**src/rtl/hps_reset_req_sequencer_pkg.sv**
```systemverilog
// Shared types and helpers for the HPS reset-request sequencer: FSM encoding,
// reset-type indices and the per-type pulse-length lookup.
package hps_rst_pkg;

  typedef enum logic [1:0] {
    ST_IDLE  = 2'd0,
    ST_PULSE = 2'd1,
    ST_GUARD = 2'd2
  } state_t;

  localparam int unsigned RST_COLD  = 0;
  localparam int unsigned RST_WARM  = 1;
  localparam int unsigned RST_DEBUG = 2;
  localparam int unsigned RST_TYPES = 3;

  // Pulse width minus one, so the value can be loaded straight into the down-counter.
  function automatic int unsigned pulse_len_m1(
    input int unsigned idx,
    input int unsigned cold_w,
    input int unsigned warm_w,
    input int unsigned debug_w
  );
    if (idx == RST_COLD) begin
      return cold_w - 1;
    end else if (idx == RST_WARM) begin
      return warm_w - 1;
    end else begin
      return debug_w - 1;
    end
  endfunction

endpackage

```
**src/rtl/hps_reset_req_sequencer_if.sv**
```systemverilog
// Request/response bundle between the HPS h2f reset-request levels and the
// sequencer that drives the f2h reset-request pins.
interface hps_reset_req_sequencer_if;
  import hps_rst_pkg::*;

  logic [RST_TYPES-1:0] req_in;
  logic                 cold_req_n;
  logic                 warm_req_n;
  logic                 debug_req_n;
  logic [RST_TYPES-1:0] grant;
  logic [RST_TYPES-1:0] pending;
  logic                 busy;

  modport master (
    output req_in,
    input  cold_req_n, warm_req_n, debug_req_n, grant, pending, busy
  );

  modport slave (
    input  req_in,
    output cold_req_n, warm_req_n, debug_req_n, grant, pending, busy
  );

endinterface

```
**src/rtl/hps_reset_req_sequencer_req_edge_sync.sv**
```systemverilog
// Per-bit multi-stage synchroniser followed by a rising-edge detector.
// All flops reset to 1 so a level held high through reset is not seen as a rise.
module req_edge_sync #(
  parameter int unsigned WIDTH       = 3,
  parameter int unsigned SYNC_STAGES = 2
) (
  input  logic             clk,
  input  logic             rst_n,
  input  logic [WIDTH-1:0] d,
  output logic [WIDTH-1:0] rise
);

  genvar gi;
  generate
    for (gi = 0; gi < WIDTH; gi++) begin : g_bit
      logic [SYNC_STAGES-1:0] sync_reg;
      logic                   hist_reg;

      always_ff @(posedge clk or negedge rst_n) begin
        if (!rst_n) begin
          sync_reg <= '1;
          hist_reg <= 1'b1;
        end else begin
          sync_reg <= {sync_reg[SYNC_STAGES-2:0], d[gi]};
          hist_reg <= sync_reg[SYNC_STAGES-1];
        end
      end

      assign rise[gi] = sync_reg[SYNC_STAGES-1] & ~hist_reg;
    end
  endgenerate

endmodule

```
**src/rtl/hps_reset_req_sequencer.sv**
```systemverilog
// Latches cold/warm/debug reset-request edges and serves them one at a time in
// fixed priority as an active-low pulse of per-type width plus a guard gap.
module hps_reset_req_sequencer
  import hps_rst_pkg::*;
#(
  parameter int unsigned COLD_PULSE  = 6,
  parameter int unsigned WARM_PULSE  = 2,
  parameter int unsigned DEBUG_PULSE = 32,
  parameter int unsigned GUARD       = 16,
  parameter int unsigned SYNC_STAGES = 2,
  parameter int unsigned CNT_WIDTH   = 6
) (
  input logic                      clk,
  input logic                      rst_n,
  hps_reset_req_sequencer_if.slave bus
);

  localparam logic [CNT_WIDTH-1:0] GUARD_M1 = CNT_WIDTH'(GUARD - 1);

  logic [RST_TYPES-1:0] rise;
  logic [RST_TYPES-1:0] pending_reg, pending_next;
  logic [RST_TYPES-1:0] grant_reg, grant_next;
  logic [RST_TYPES-1:0] req_n_reg;
  logic [RST_TYPES-1:0] clear_mask;
  logic [RST_TYPES-1:0] pick_oh;
  int unsigned          pick_idx;
  logic [CNT_WIDTH-1:0] pick_len;
  logic [CNT_WIDTH-1:0] cnt_reg, cnt_next;
  logic                 busy_reg;
  state_t               state_reg, state_next;

  req_edge_sync #(
    .WIDTH       (RST_TYPES),
    .SYNC_STAGES (SYNC_STAGES)
  ) u_req_edge_sync (
    .clk   (clk),
    .rst_n (rst_n),
    .d     (bus.req_in),
    .rise  (rise)
  );

  // Fixed priority: cold > warm > debug.
  always_comb begin
    pick_oh  = '0;
    pick_idx = RST_COLD;
    if (pending_reg[RST_COLD]) begin
      pick_oh[RST_COLD] = 1'b1;
      pick_idx          = RST_COLD;
    end else if (pending_reg[RST_WARM]) begin
      pick_oh[RST_WARM] = 1'b1;
      pick_idx          = RST_WARM;
    end else if (pending_reg[RST_DEBUG]) begin
      pick_oh[RST_DEBUG] = 1'b1;
      pick_idx           = RST_DEBUG;
    end
    pick_len = CNT_WIDTH'(pulse_len_m1(pick_idx, COLD_PULSE, WARM_PULSE, DEBUG_PULSE));
  end

  always_comb begin
    state_next = state_reg;
    cnt_next   = cnt_reg;
    grant_next = grant_reg;
    clear_mask = '0;
    case (state_reg)
      ST_IDLE: begin
        if (|pending_reg) begin
          state_next = ST_PULSE;
          grant_next = pick_oh;
          clear_mask = pick_oh;
          cnt_next   = pick_len;
        end
      end
      ST_PULSE: begin
        if (cnt_reg == '0) begin
          state_next = ST_GUARD;
          grant_next = '0;
          cnt_next   = GUARD_M1;
        end else begin
          cnt_next = cnt_reg - CNT_WIDTH'(1);
        end
      end
      ST_GUARD: begin
        if (cnt_reg == '0) begin
          if (|pending_reg) begin
            state_next = ST_PULSE;
            grant_next = pick_oh;
            clear_mask = pick_oh;
            cnt_next   = pick_len;
          end else begin
            state_next = ST_IDLE;
          end
        end else begin
          cnt_next = cnt_reg - CNT_WIDTH'(1);
        end
      end
      default: begin
        state_next = ST_IDLE;
        grant_next = '0;
        cnt_next   = '0;
      end
    endcase
  end

  // A new rise wins over the clear of the bit being granted in the same cycle.
  assign pending_next = (pending_reg & ~clear_mask) | rise;

  always_ff @(posedge clk or negedge rst_n) begin
    if (!rst_n) begin
      state_reg   <= ST_IDLE;
      cnt_reg     <= '0;
      grant_reg   <= '0;
      pending_reg <= '0;
      req_n_reg   <= '1;
      busy_reg    <= 1'b0;
    end else begin
      state_reg   <= state_next;
      cnt_reg     <= cnt_next;
      grant_reg   <= grant_next;
      pending_reg <= pending_next;
      req_n_reg   <= ~grant_next;
      busy_reg    <= (state_next != ST_IDLE);
    end
  end

  assign bus.cold_req_n  = req_n_reg[RST_COLD];
  assign bus.warm_req_n  = req_n_reg[RST_WARM];
  assign bus.debug_req_n = req_n_reg[RST_DEBUG];
  assign bus.grant       = grant_reg;
  assign bus.pending     = pending_reg;
  assign bus.busy        = busy_reg;

endmodule
```
**src/flat_wrapper.sv**
```systemverilog
// flat-port wrapper written by rule: the top's interface ports become plain ports
module hps_reset_req_sequencer_flat import hps_rst_pkg::*;
#(
  parameter int unsigned COLD_PULSE  = 6,
  parameter int unsigned WARM_PULSE  = 2,
  parameter int unsigned DEBUG_PULSE = 32,
  parameter int unsigned GUARD       = 16,
  parameter int unsigned SYNC_STAGES = 2,
  parameter int unsigned CNT_WIDTH   = 6
)
  (clk, rst_n, bus_req_in, bus_cold_req_n, bus_warm_req_n, bus_debug_req_n, bus_grant, bus_pending, bus_busy);
  hps_reset_req_sequencer_if bus_i ();
  input logic clk;
  input logic rst_n;
  input wire logic [$bits(bus_i.req_in)-1:0] bus_req_in;
  output wire logic [$bits(bus_i.cold_req_n)-1:0] bus_cold_req_n;
  output wire logic [$bits(bus_i.warm_req_n)-1:0] bus_warm_req_n;
  output wire logic [$bits(bus_i.debug_req_n)-1:0] bus_debug_req_n;
  output wire logic [$bits(bus_i.grant)-1:0] bus_grant;
  output wire logic [$bits(bus_i.pending)-1:0] bus_pending;
  output wire logic [$bits(bus_i.busy)-1:0] bus_busy;
  assign bus_i.req_in = bus_req_in;
  assign bus_cold_req_n = bus_i.cold_req_n;
  assign bus_warm_req_n = bus_i.warm_req_n;
  assign bus_debug_req_n = bus_i.debug_req_n;
  assign bus_grant = bus_i.grant;
  assign bus_pending = bus_i.pending;
  assign bus_busy = bus_i.busy;
  hps_reset_req_sequencer #(.COLD_PULSE(COLD_PULSE), .WARM_PULSE(WARM_PULSE), .DEBUG_PULSE(DEBUG_PULSE), .GUARD(GUARD), .SYNC_STAGES(SYNC_STAGES), .CNT_WIDTH(CNT_WIDTH)) u_core (.clk(clk), .rst_n(rst_n), .bus(bus_i));
endmodule
```
**config.mk**
```make
export PLATFORM = sky130hd
export DESIGN_NAME = hps_reset_req_sequencer_flat
export DESIGN_NICKNAME = d
export VERILOG_FILES = /design/src/rtl/hps_reset_req_sequencer_pkg.sv /design/src/rtl/hps_reset_req_sequencer_if.sv /design/src/rtl/hps_reset_req_sequencer_req_edge_sync.sv /design/src/rtl/hps_reset_req_sequencer.sv /design/src/flat_wrapper.sv
export SDC_FILE = /design/constraint.sdc
export NUM_CORES = 1
export LEC_CHECK = 0
export CORE_ASPECT_RATIO = 0.6
export CORE_MARGIN = 2
export CORE_UTILIZATION = 50
export CTS_CLUSTER_SIZE = 12
export DETAILED_ROUTE_END_ITERATION = 8
export PLACE_DENSITY_LB_ADDON = 0.3
export SETUP_SLACK_MARGIN = 0.2
export SLEW_MARGIN = 20
export SYNTH_ARGS = -nofsm -noshare
export SYNTH_HDL_FRONTEND = slang
export SYNTH_SLANG_ARGS = --single-unit
export TNS_END_PERCENT = 5
```
**constraint.sdc**
```tcl
create_clock -name clk -period 2.9 [get_ports clk]
set_input_delay 0.725 -clock clk [delete_from_list [all_inputs] [get_ports clk]]
set_output_delay 0.725 -clock clk [all_outputs]
set_load 0.03 [all_outputs]
```
Word level (Yosys, flattened, before mapping)
Cells that the tools add are included.

Latch bits: 0. Memories kept: 0. Bits of input ports: 5. Logic and storage cells: 57. Bits in writable memories: 0. Register bits after elaboration: 27. ROM bits: 0. Output and inout bits: 10.

Shifts and indexed selects: 0. Bitwise gates (word level): 10. Equality and inequality tests: 3. Order comparisons: 0. $mul: 0. Divide/modulo/power cells: 0. Reduce and logical (&&, ||, !) cells: 5. Add/subtract/negate cells: 1. Mux-type cells: 26.

Operator list (number): $mux W32 (2); $eq A32 B1 Y1 const B (1); $logic_not A32 Y1 (1); $mux W6 (4); $pmux W6 S3 (1); $mux W3 (5); $mux W2 (5); $pmux W3 S3 (1); $logic_not A6 Y1 (1); $not A3 Y3 (2); $pmux W2 S3 (1); $pmux W3 S2 (1); $sub A6 B1 Y6 const B (1); $mux W1 (5); $mux W5 (1); $and A1 B1 Y1 (3); $and A3 B3 Y3 (1); $not A1 Y1 (3); $or A3 B3 Y3 (1); $reduce_or A3 Y1 (1); $eq A2 B1 Y1 const B (1); $eq A2 B2 Y1 const B (1); $logic_not A2 Y1 (1); $reduce_bool A2 Y1 (1).

Logic depth before layout (Yosys ltp)
Word-level depth: 9. Gate-level depth with buffers: 8. Mapped depth without buffers: 6.

Cells and area by module
Synthesis repeated with hierarchy kept, for this count alone.

Cell total of the unflattened synthesis: 119. Area, all modules: 1271.2 um^2.

Modules (own cells, without submodules): hps_reset_req_sequencer (cells each 107, sequential area each 454.2 um^2, instances 1, area an instance 993.5 um^2); req_edge_sync (cells each 12, sequential area each 236.5 um^2, instances 1, area an instance 277.8 um^2).

Least setup slack after synthesis
OpenSTA, ideal clock, no wires.

Path kind: reg-to-reg. Start: reg u_core.cnt_reg[0]. End: reg u_core.req_n_reg[1]. Path buffers: 2. Clock period less this slack: 2.187 ns. Slack: 0.713 ns. Stages on the path, launching flop included: 9. Arrival time: 2.110 ns. Required time: 2.822 ns. Library setup time: 0.078 ns. Cells stage by stage: dfrtp_1 inv_1 ha_1 or4b_1 buf_2 or2_1 buf_6 a2111o_1 and2_1.

Cells in the longest elaborated chain, start to end: 4. Elaborated cells on any way between the ends: 5. Those cells by class: mux: 3; bitwise: 1; reduce/logical: 1.

RTL lines: start, declared (RTL line hps_reset_req_sequencer.sv:28) `logic [CNT_WIDTH-1:0] cnt_reg, cnt_next;`; start signal, assigned (RTL line hps_reset_req_sequencer.sv:117) `cnt_reg <= cnt_next;`; $logic_not A6 Y1 (*) (RTL line hps_reset_req_sequencer.sv:74, hps_reset_req_sequencer.sv:83); $mux W3, on equally long branches (RTL line hps_reset_req_sequencer.sv:83, hps_reset_req_sequencer.sv:74); $pmux W3 S3 (*) (RTL line hps_reset_req_sequencer.sv:64) `case (state_reg)`; $not A3 Y3 (*) (RTL line hps_reset_req_sequencer.sv:120) `req_n_reg <= ~grant_next;`; end signal, assigned (RTL line hps_reset_req_sequencer.sv:120); end, declared (RTL line hps_reset_req_sequencer.sv:23) `logic [RST_TYPES-1:0] req_n_reg;`.

Mark *: on every way between the ends. The rest lies on a longest branch, timed or not.

Final worst setup path
Start: reg u_core.pending_reg[0], in the netlist u_core.bus.pending[0]. End: out bus_pending[0].

RTL lines: start, declared (RTL line hps_reset_req_sequencer.sv:21) `logic [RST_TYPES-1:0] pending_reg, pending_next;`; start signal, assigned (RTL line hps_reset_req_sequencer.sv:119) `pending_reg <= pending_next;`; end, declared (RTL line flat_wrapper.sv:20) `output wire logic [$bits(bus_i.pending)-1:0] bus_pending;`.

No word-level cell between the ends.

==> metrics.csv <==
metric,value,unit
Row Count,14,
number of nets with antenna violations after detailed routing,0,
Synth cell types,38,
Post-Route Skew,0.0109,ns
sort of element at the start of the critical path,register,
layer with the highest usage after global routing,met1,
number of enable-type register cells in the synthesized netlist,0,
core area,2450,sq um
mean instance size in the synthesized netlist,10.2,sq um
global routing usage on met2,23.5,%
register bit count reported by yosys,27,
layout filler cell count,201,
CP bufs+invs,1,
pin count of the biggest net entering global routing,28,
total area of multi-input combinational cells,510,sq um
fin. max-slew vios,0,
Antenna Diode Count,0,
cell breakdown of the critical path,clkdlybuf4s50_1,
synthesized net count,130,
period utilization,81.7,%
status,"complete, no violations",
static leakage,0.595,nW
half-perimeter wire length after placement,1.83,mm
actual transition at the worst max-transition pin,0.607,ns
cell type with the highest aggregate area in the netlist,sky130_fd_sc_hd__dfrtp_1,
share of Yosys cell area claimed by the top area cell type,29.6,%
number of nets in the layout,142,
remaining routing DRC violations,0,
total detailed-routing wirelength,2.53,mm
Overflow after GRT,0,
footprint of the flip-flops and latches,691,sq um
Cells after Synth,124,
# resized after CTS,0,
final weighted congestion in routability-driven placement,0.856,
cell with the largest stage delay on the worst path,sky130_fd_sc_hd__clkdlybuf4s50_1,
category of the worst setup path capture point,primary output,
most area-consuming cells after synthesis,"sky130_fd_sc_hd__dfrtp_1 (30%), sky130_fd_sc_hd__dfstp_2 (25%), sky130_fd_sc_hd__a221oi_1 (3.4%), sky130_fd_sc_hd__a21oi_1 (3.2%), sky130_fd_sc_hd__o21ai_0 (3.2%)",
maximum clock path buffer count,2,
Num CTS Buffers,3,
number of antenna violations at the first check in global routing,0,
number of maximum-capacitance violations,0,
count of hold buffers inserted by post-cts repair,0,
path category of the worst min-delay check,reg2reg,
Worst path top cell family by delay,buffers and inverters,
peak supply drop,386,uV
global-route wire length before repair,4.16,mm
Period minus WS final,2.37,ns
classification of the worst setup path,reg2out,
TritonCTS clock tree,built,
met3 Track Usage GR,6.89,%
fraction of final layout cells with drive strength greater than 1,13.3,%
total of warnings raised by yosys,0,
remaining max-slew budget at the tightest pin,59.5,%
vias per std cell,5.87,
total I/O pin count,15,
vias in the first global route,832,
Detailed Routing Iterations Pass 1,4,
Total Die Area,2970,sq um
worst hold slack,0.359,ns
CP arrival,1.64,ns
"Async S/R FF share, synth",100,%
"Setup Fix Bufs, Post-CTS",0,
Vias,980,
Die Height,43.0,um
power per cell area,941,nW/um^2
Final TNS setup,0,ns
Total Routing Usage GR,18.2,%
CTS Root Buffer Type,sky130_fd_sc_hd__clkbuf_8,
final setup vio count,0,
drt wl/cell,15.2,um
count of buffers inserted at the top-level ports,14,
share of the yosys chip area belonging to registers,54.4,%
area growth from synthesis to layout,15.6,%
starting density of the core,51.8,%
required time of the critical path,2.17,ns
clock latency on the worst-skew pair,0.28,ns
number of clock sinks seen by CTS,27,
number of levels the H-tree was split into,1,
number of DRC markers after the initial detailed-route iteration,93,
die extent in x,69.1,um
highest cell delay on the worst timing path,0.75,ns
grt met1 use,29.0,%
setup repair after global routing missed its margin,false,
clock transition time at the flip-flop clock pins of the worst setup and hold paths,0.10,ns
Max Fanout on Critical Path,13,
flip-flop cell with the highest count after synthesis,sky130_fd_sc_hd__dfrtp_1,
peak clock frequency supported by timing,422,MHz
final count of hold timing violations,0,
area of the mapped netlist,1270,sq um
==> cell usage in the layout, fill, tap and decap left out, drive strengths merged <==
cell / instances
a2111o: 1
a211oi: 1
a21boi: 1
a21o: 1
a21oi: 8
a221o: 2
a221oi: 5
a22o: 1
and2: 3
and3b: 1
buf: 1
clkbuf: 3
clkdlybuf4s50: 14
clkinvlp: 1
dfrtp: 15
dfstp: 12
ha: 1
inv: 8
mux2i: 1
nand2: 10
nand2b: 2
nor2: 7
nor2b: 3
nor3: 4
nor3b: 1
o211a: 1
o211ai: 4
o21ai: 9
o21bai: 1
o22ai: 3
o31ai: 1
o32a: 1
or2: 2
or3: 1
or4: 1
or4b: 1
xnor2: 3
==> kinds of logic after synthesis <==
kind of cell	Yosys count	synth area share [%]
AOI/OAI and AO/OA	40	21.7
buffers and inverters	16	5.42
xor gates and xnor gates	3	2.07
adders and majority gates	1	0.985
and+or+nand+nor	36	14.7
muxes	1	0.788
DFF	27	54.4
==> Yosys cell counts, types with 2 or more instances <==
cell	number
sky130_fd_sc_hd__a221oi_1	5
sky130_fd_sc_hd__o22ai_1	3
sky130_fd_sc_hd__nor2_1	7
sky130_fd_sc_hd__nor2b_1	3
sky130_fd_sc_hd__dfstp_2	12
sky130_fd_sc_hd__nand2_1	10
sky130_fd_sc_hd__o21ai_0	8
sky130_fd_sc_hd__clkbuf_1	6
sky130_fd_sc_hd__nand2b_1	2
sky130_fd_sc_hd__a221o_1	2
sky130_fd_sc_hd__nor3_1	4
sky130_fd_sc_hd__and2_1	3
sky130_fd_sc_hd__xnor2_1	3
sky130_fd_sc_hd__inv_1	8
sky130_fd_sc_hd__a21oi_1	8
sky130_fd_sc_hd__dfrtp_1	15
sky130_fd_sc_hd__o211ai_1	4
==> final timing paths <==
path / startpoint / to / slack, ns / depth (start not counted)
min in group asynchronous: rst_n / u_core.state_reg[1] / 0.80 / 2
max: u_core.bus.pending[0] / bus_pending[0] / 0.53 / 1
max reg2reg: u_core.cnt_reg[0] / u_core.req_n_reg[1] / 0.53 / 6
min reg2reg: u_core.u_req_edge_sync.g_bit[1].sync_reg[1] / u_core.u_req_edge_sync.g_bit[1].hist_reg / 0.36 / 0
max in group asynchronous: rst_n / u_core.u_req_edge_sync.g_bit[1].sync_reg[1] / 1.80 / 2
min: u_core.u_req_edge_sync.g_bit[1].sync_reg[1] / u_core.u_req_edge_sync.g_bit[1].hist_reg / 0.36 / 0
==> layer usage <==
metal | routed length [um] | up-vias
li1 | - | 466
met1 | 1270 | 476
met2 | 1070 | 35
met3 | 181 | 3
met4 | 9 | 0
met5 | 0 | -
==> through the flow <==
stage | worst slack, ns | power [mW] | area (sq um) | cells | util (%)
detailed placement | 0.557 | 1.16 | 1420 | 163 | 57.9
global placement | 0.608 | 1.16 | 1420 | 163 | 57.9
floorplan | 0.713 | 0.999 | 1270 | 124 | -
CTS | 0.535 | 1.38 | 1470 | 167 | 59.8
global route | 0.403 | 1.49 | 1470 | 167 | 59.8
finish | 0.530 | 1.38 | 1470 | 167 | 59.8
==> report_power, final <==
| group | switching, mW | internal (mW) |
|---|---|---|
| combinational | 0.295 | 0.251 |
| sequential | 0.134 | 0.477 |
| clock | 0.124 | 0.0978 |
| total | 0.554 | 0.827 |
==> layout make-up <==
type,count,share of cell area (%)
Timing Repair Buffer,15,10.1
Clock inverter,1,0.512
Inverter,8,2.05
Multi-Input combinational cell,81,34.8
Sequential cell,27,47.1
Tap cell,32,2.73
Clock buffer,3,2.81
No activity file was read; power rests on OpenSTA's default activity.
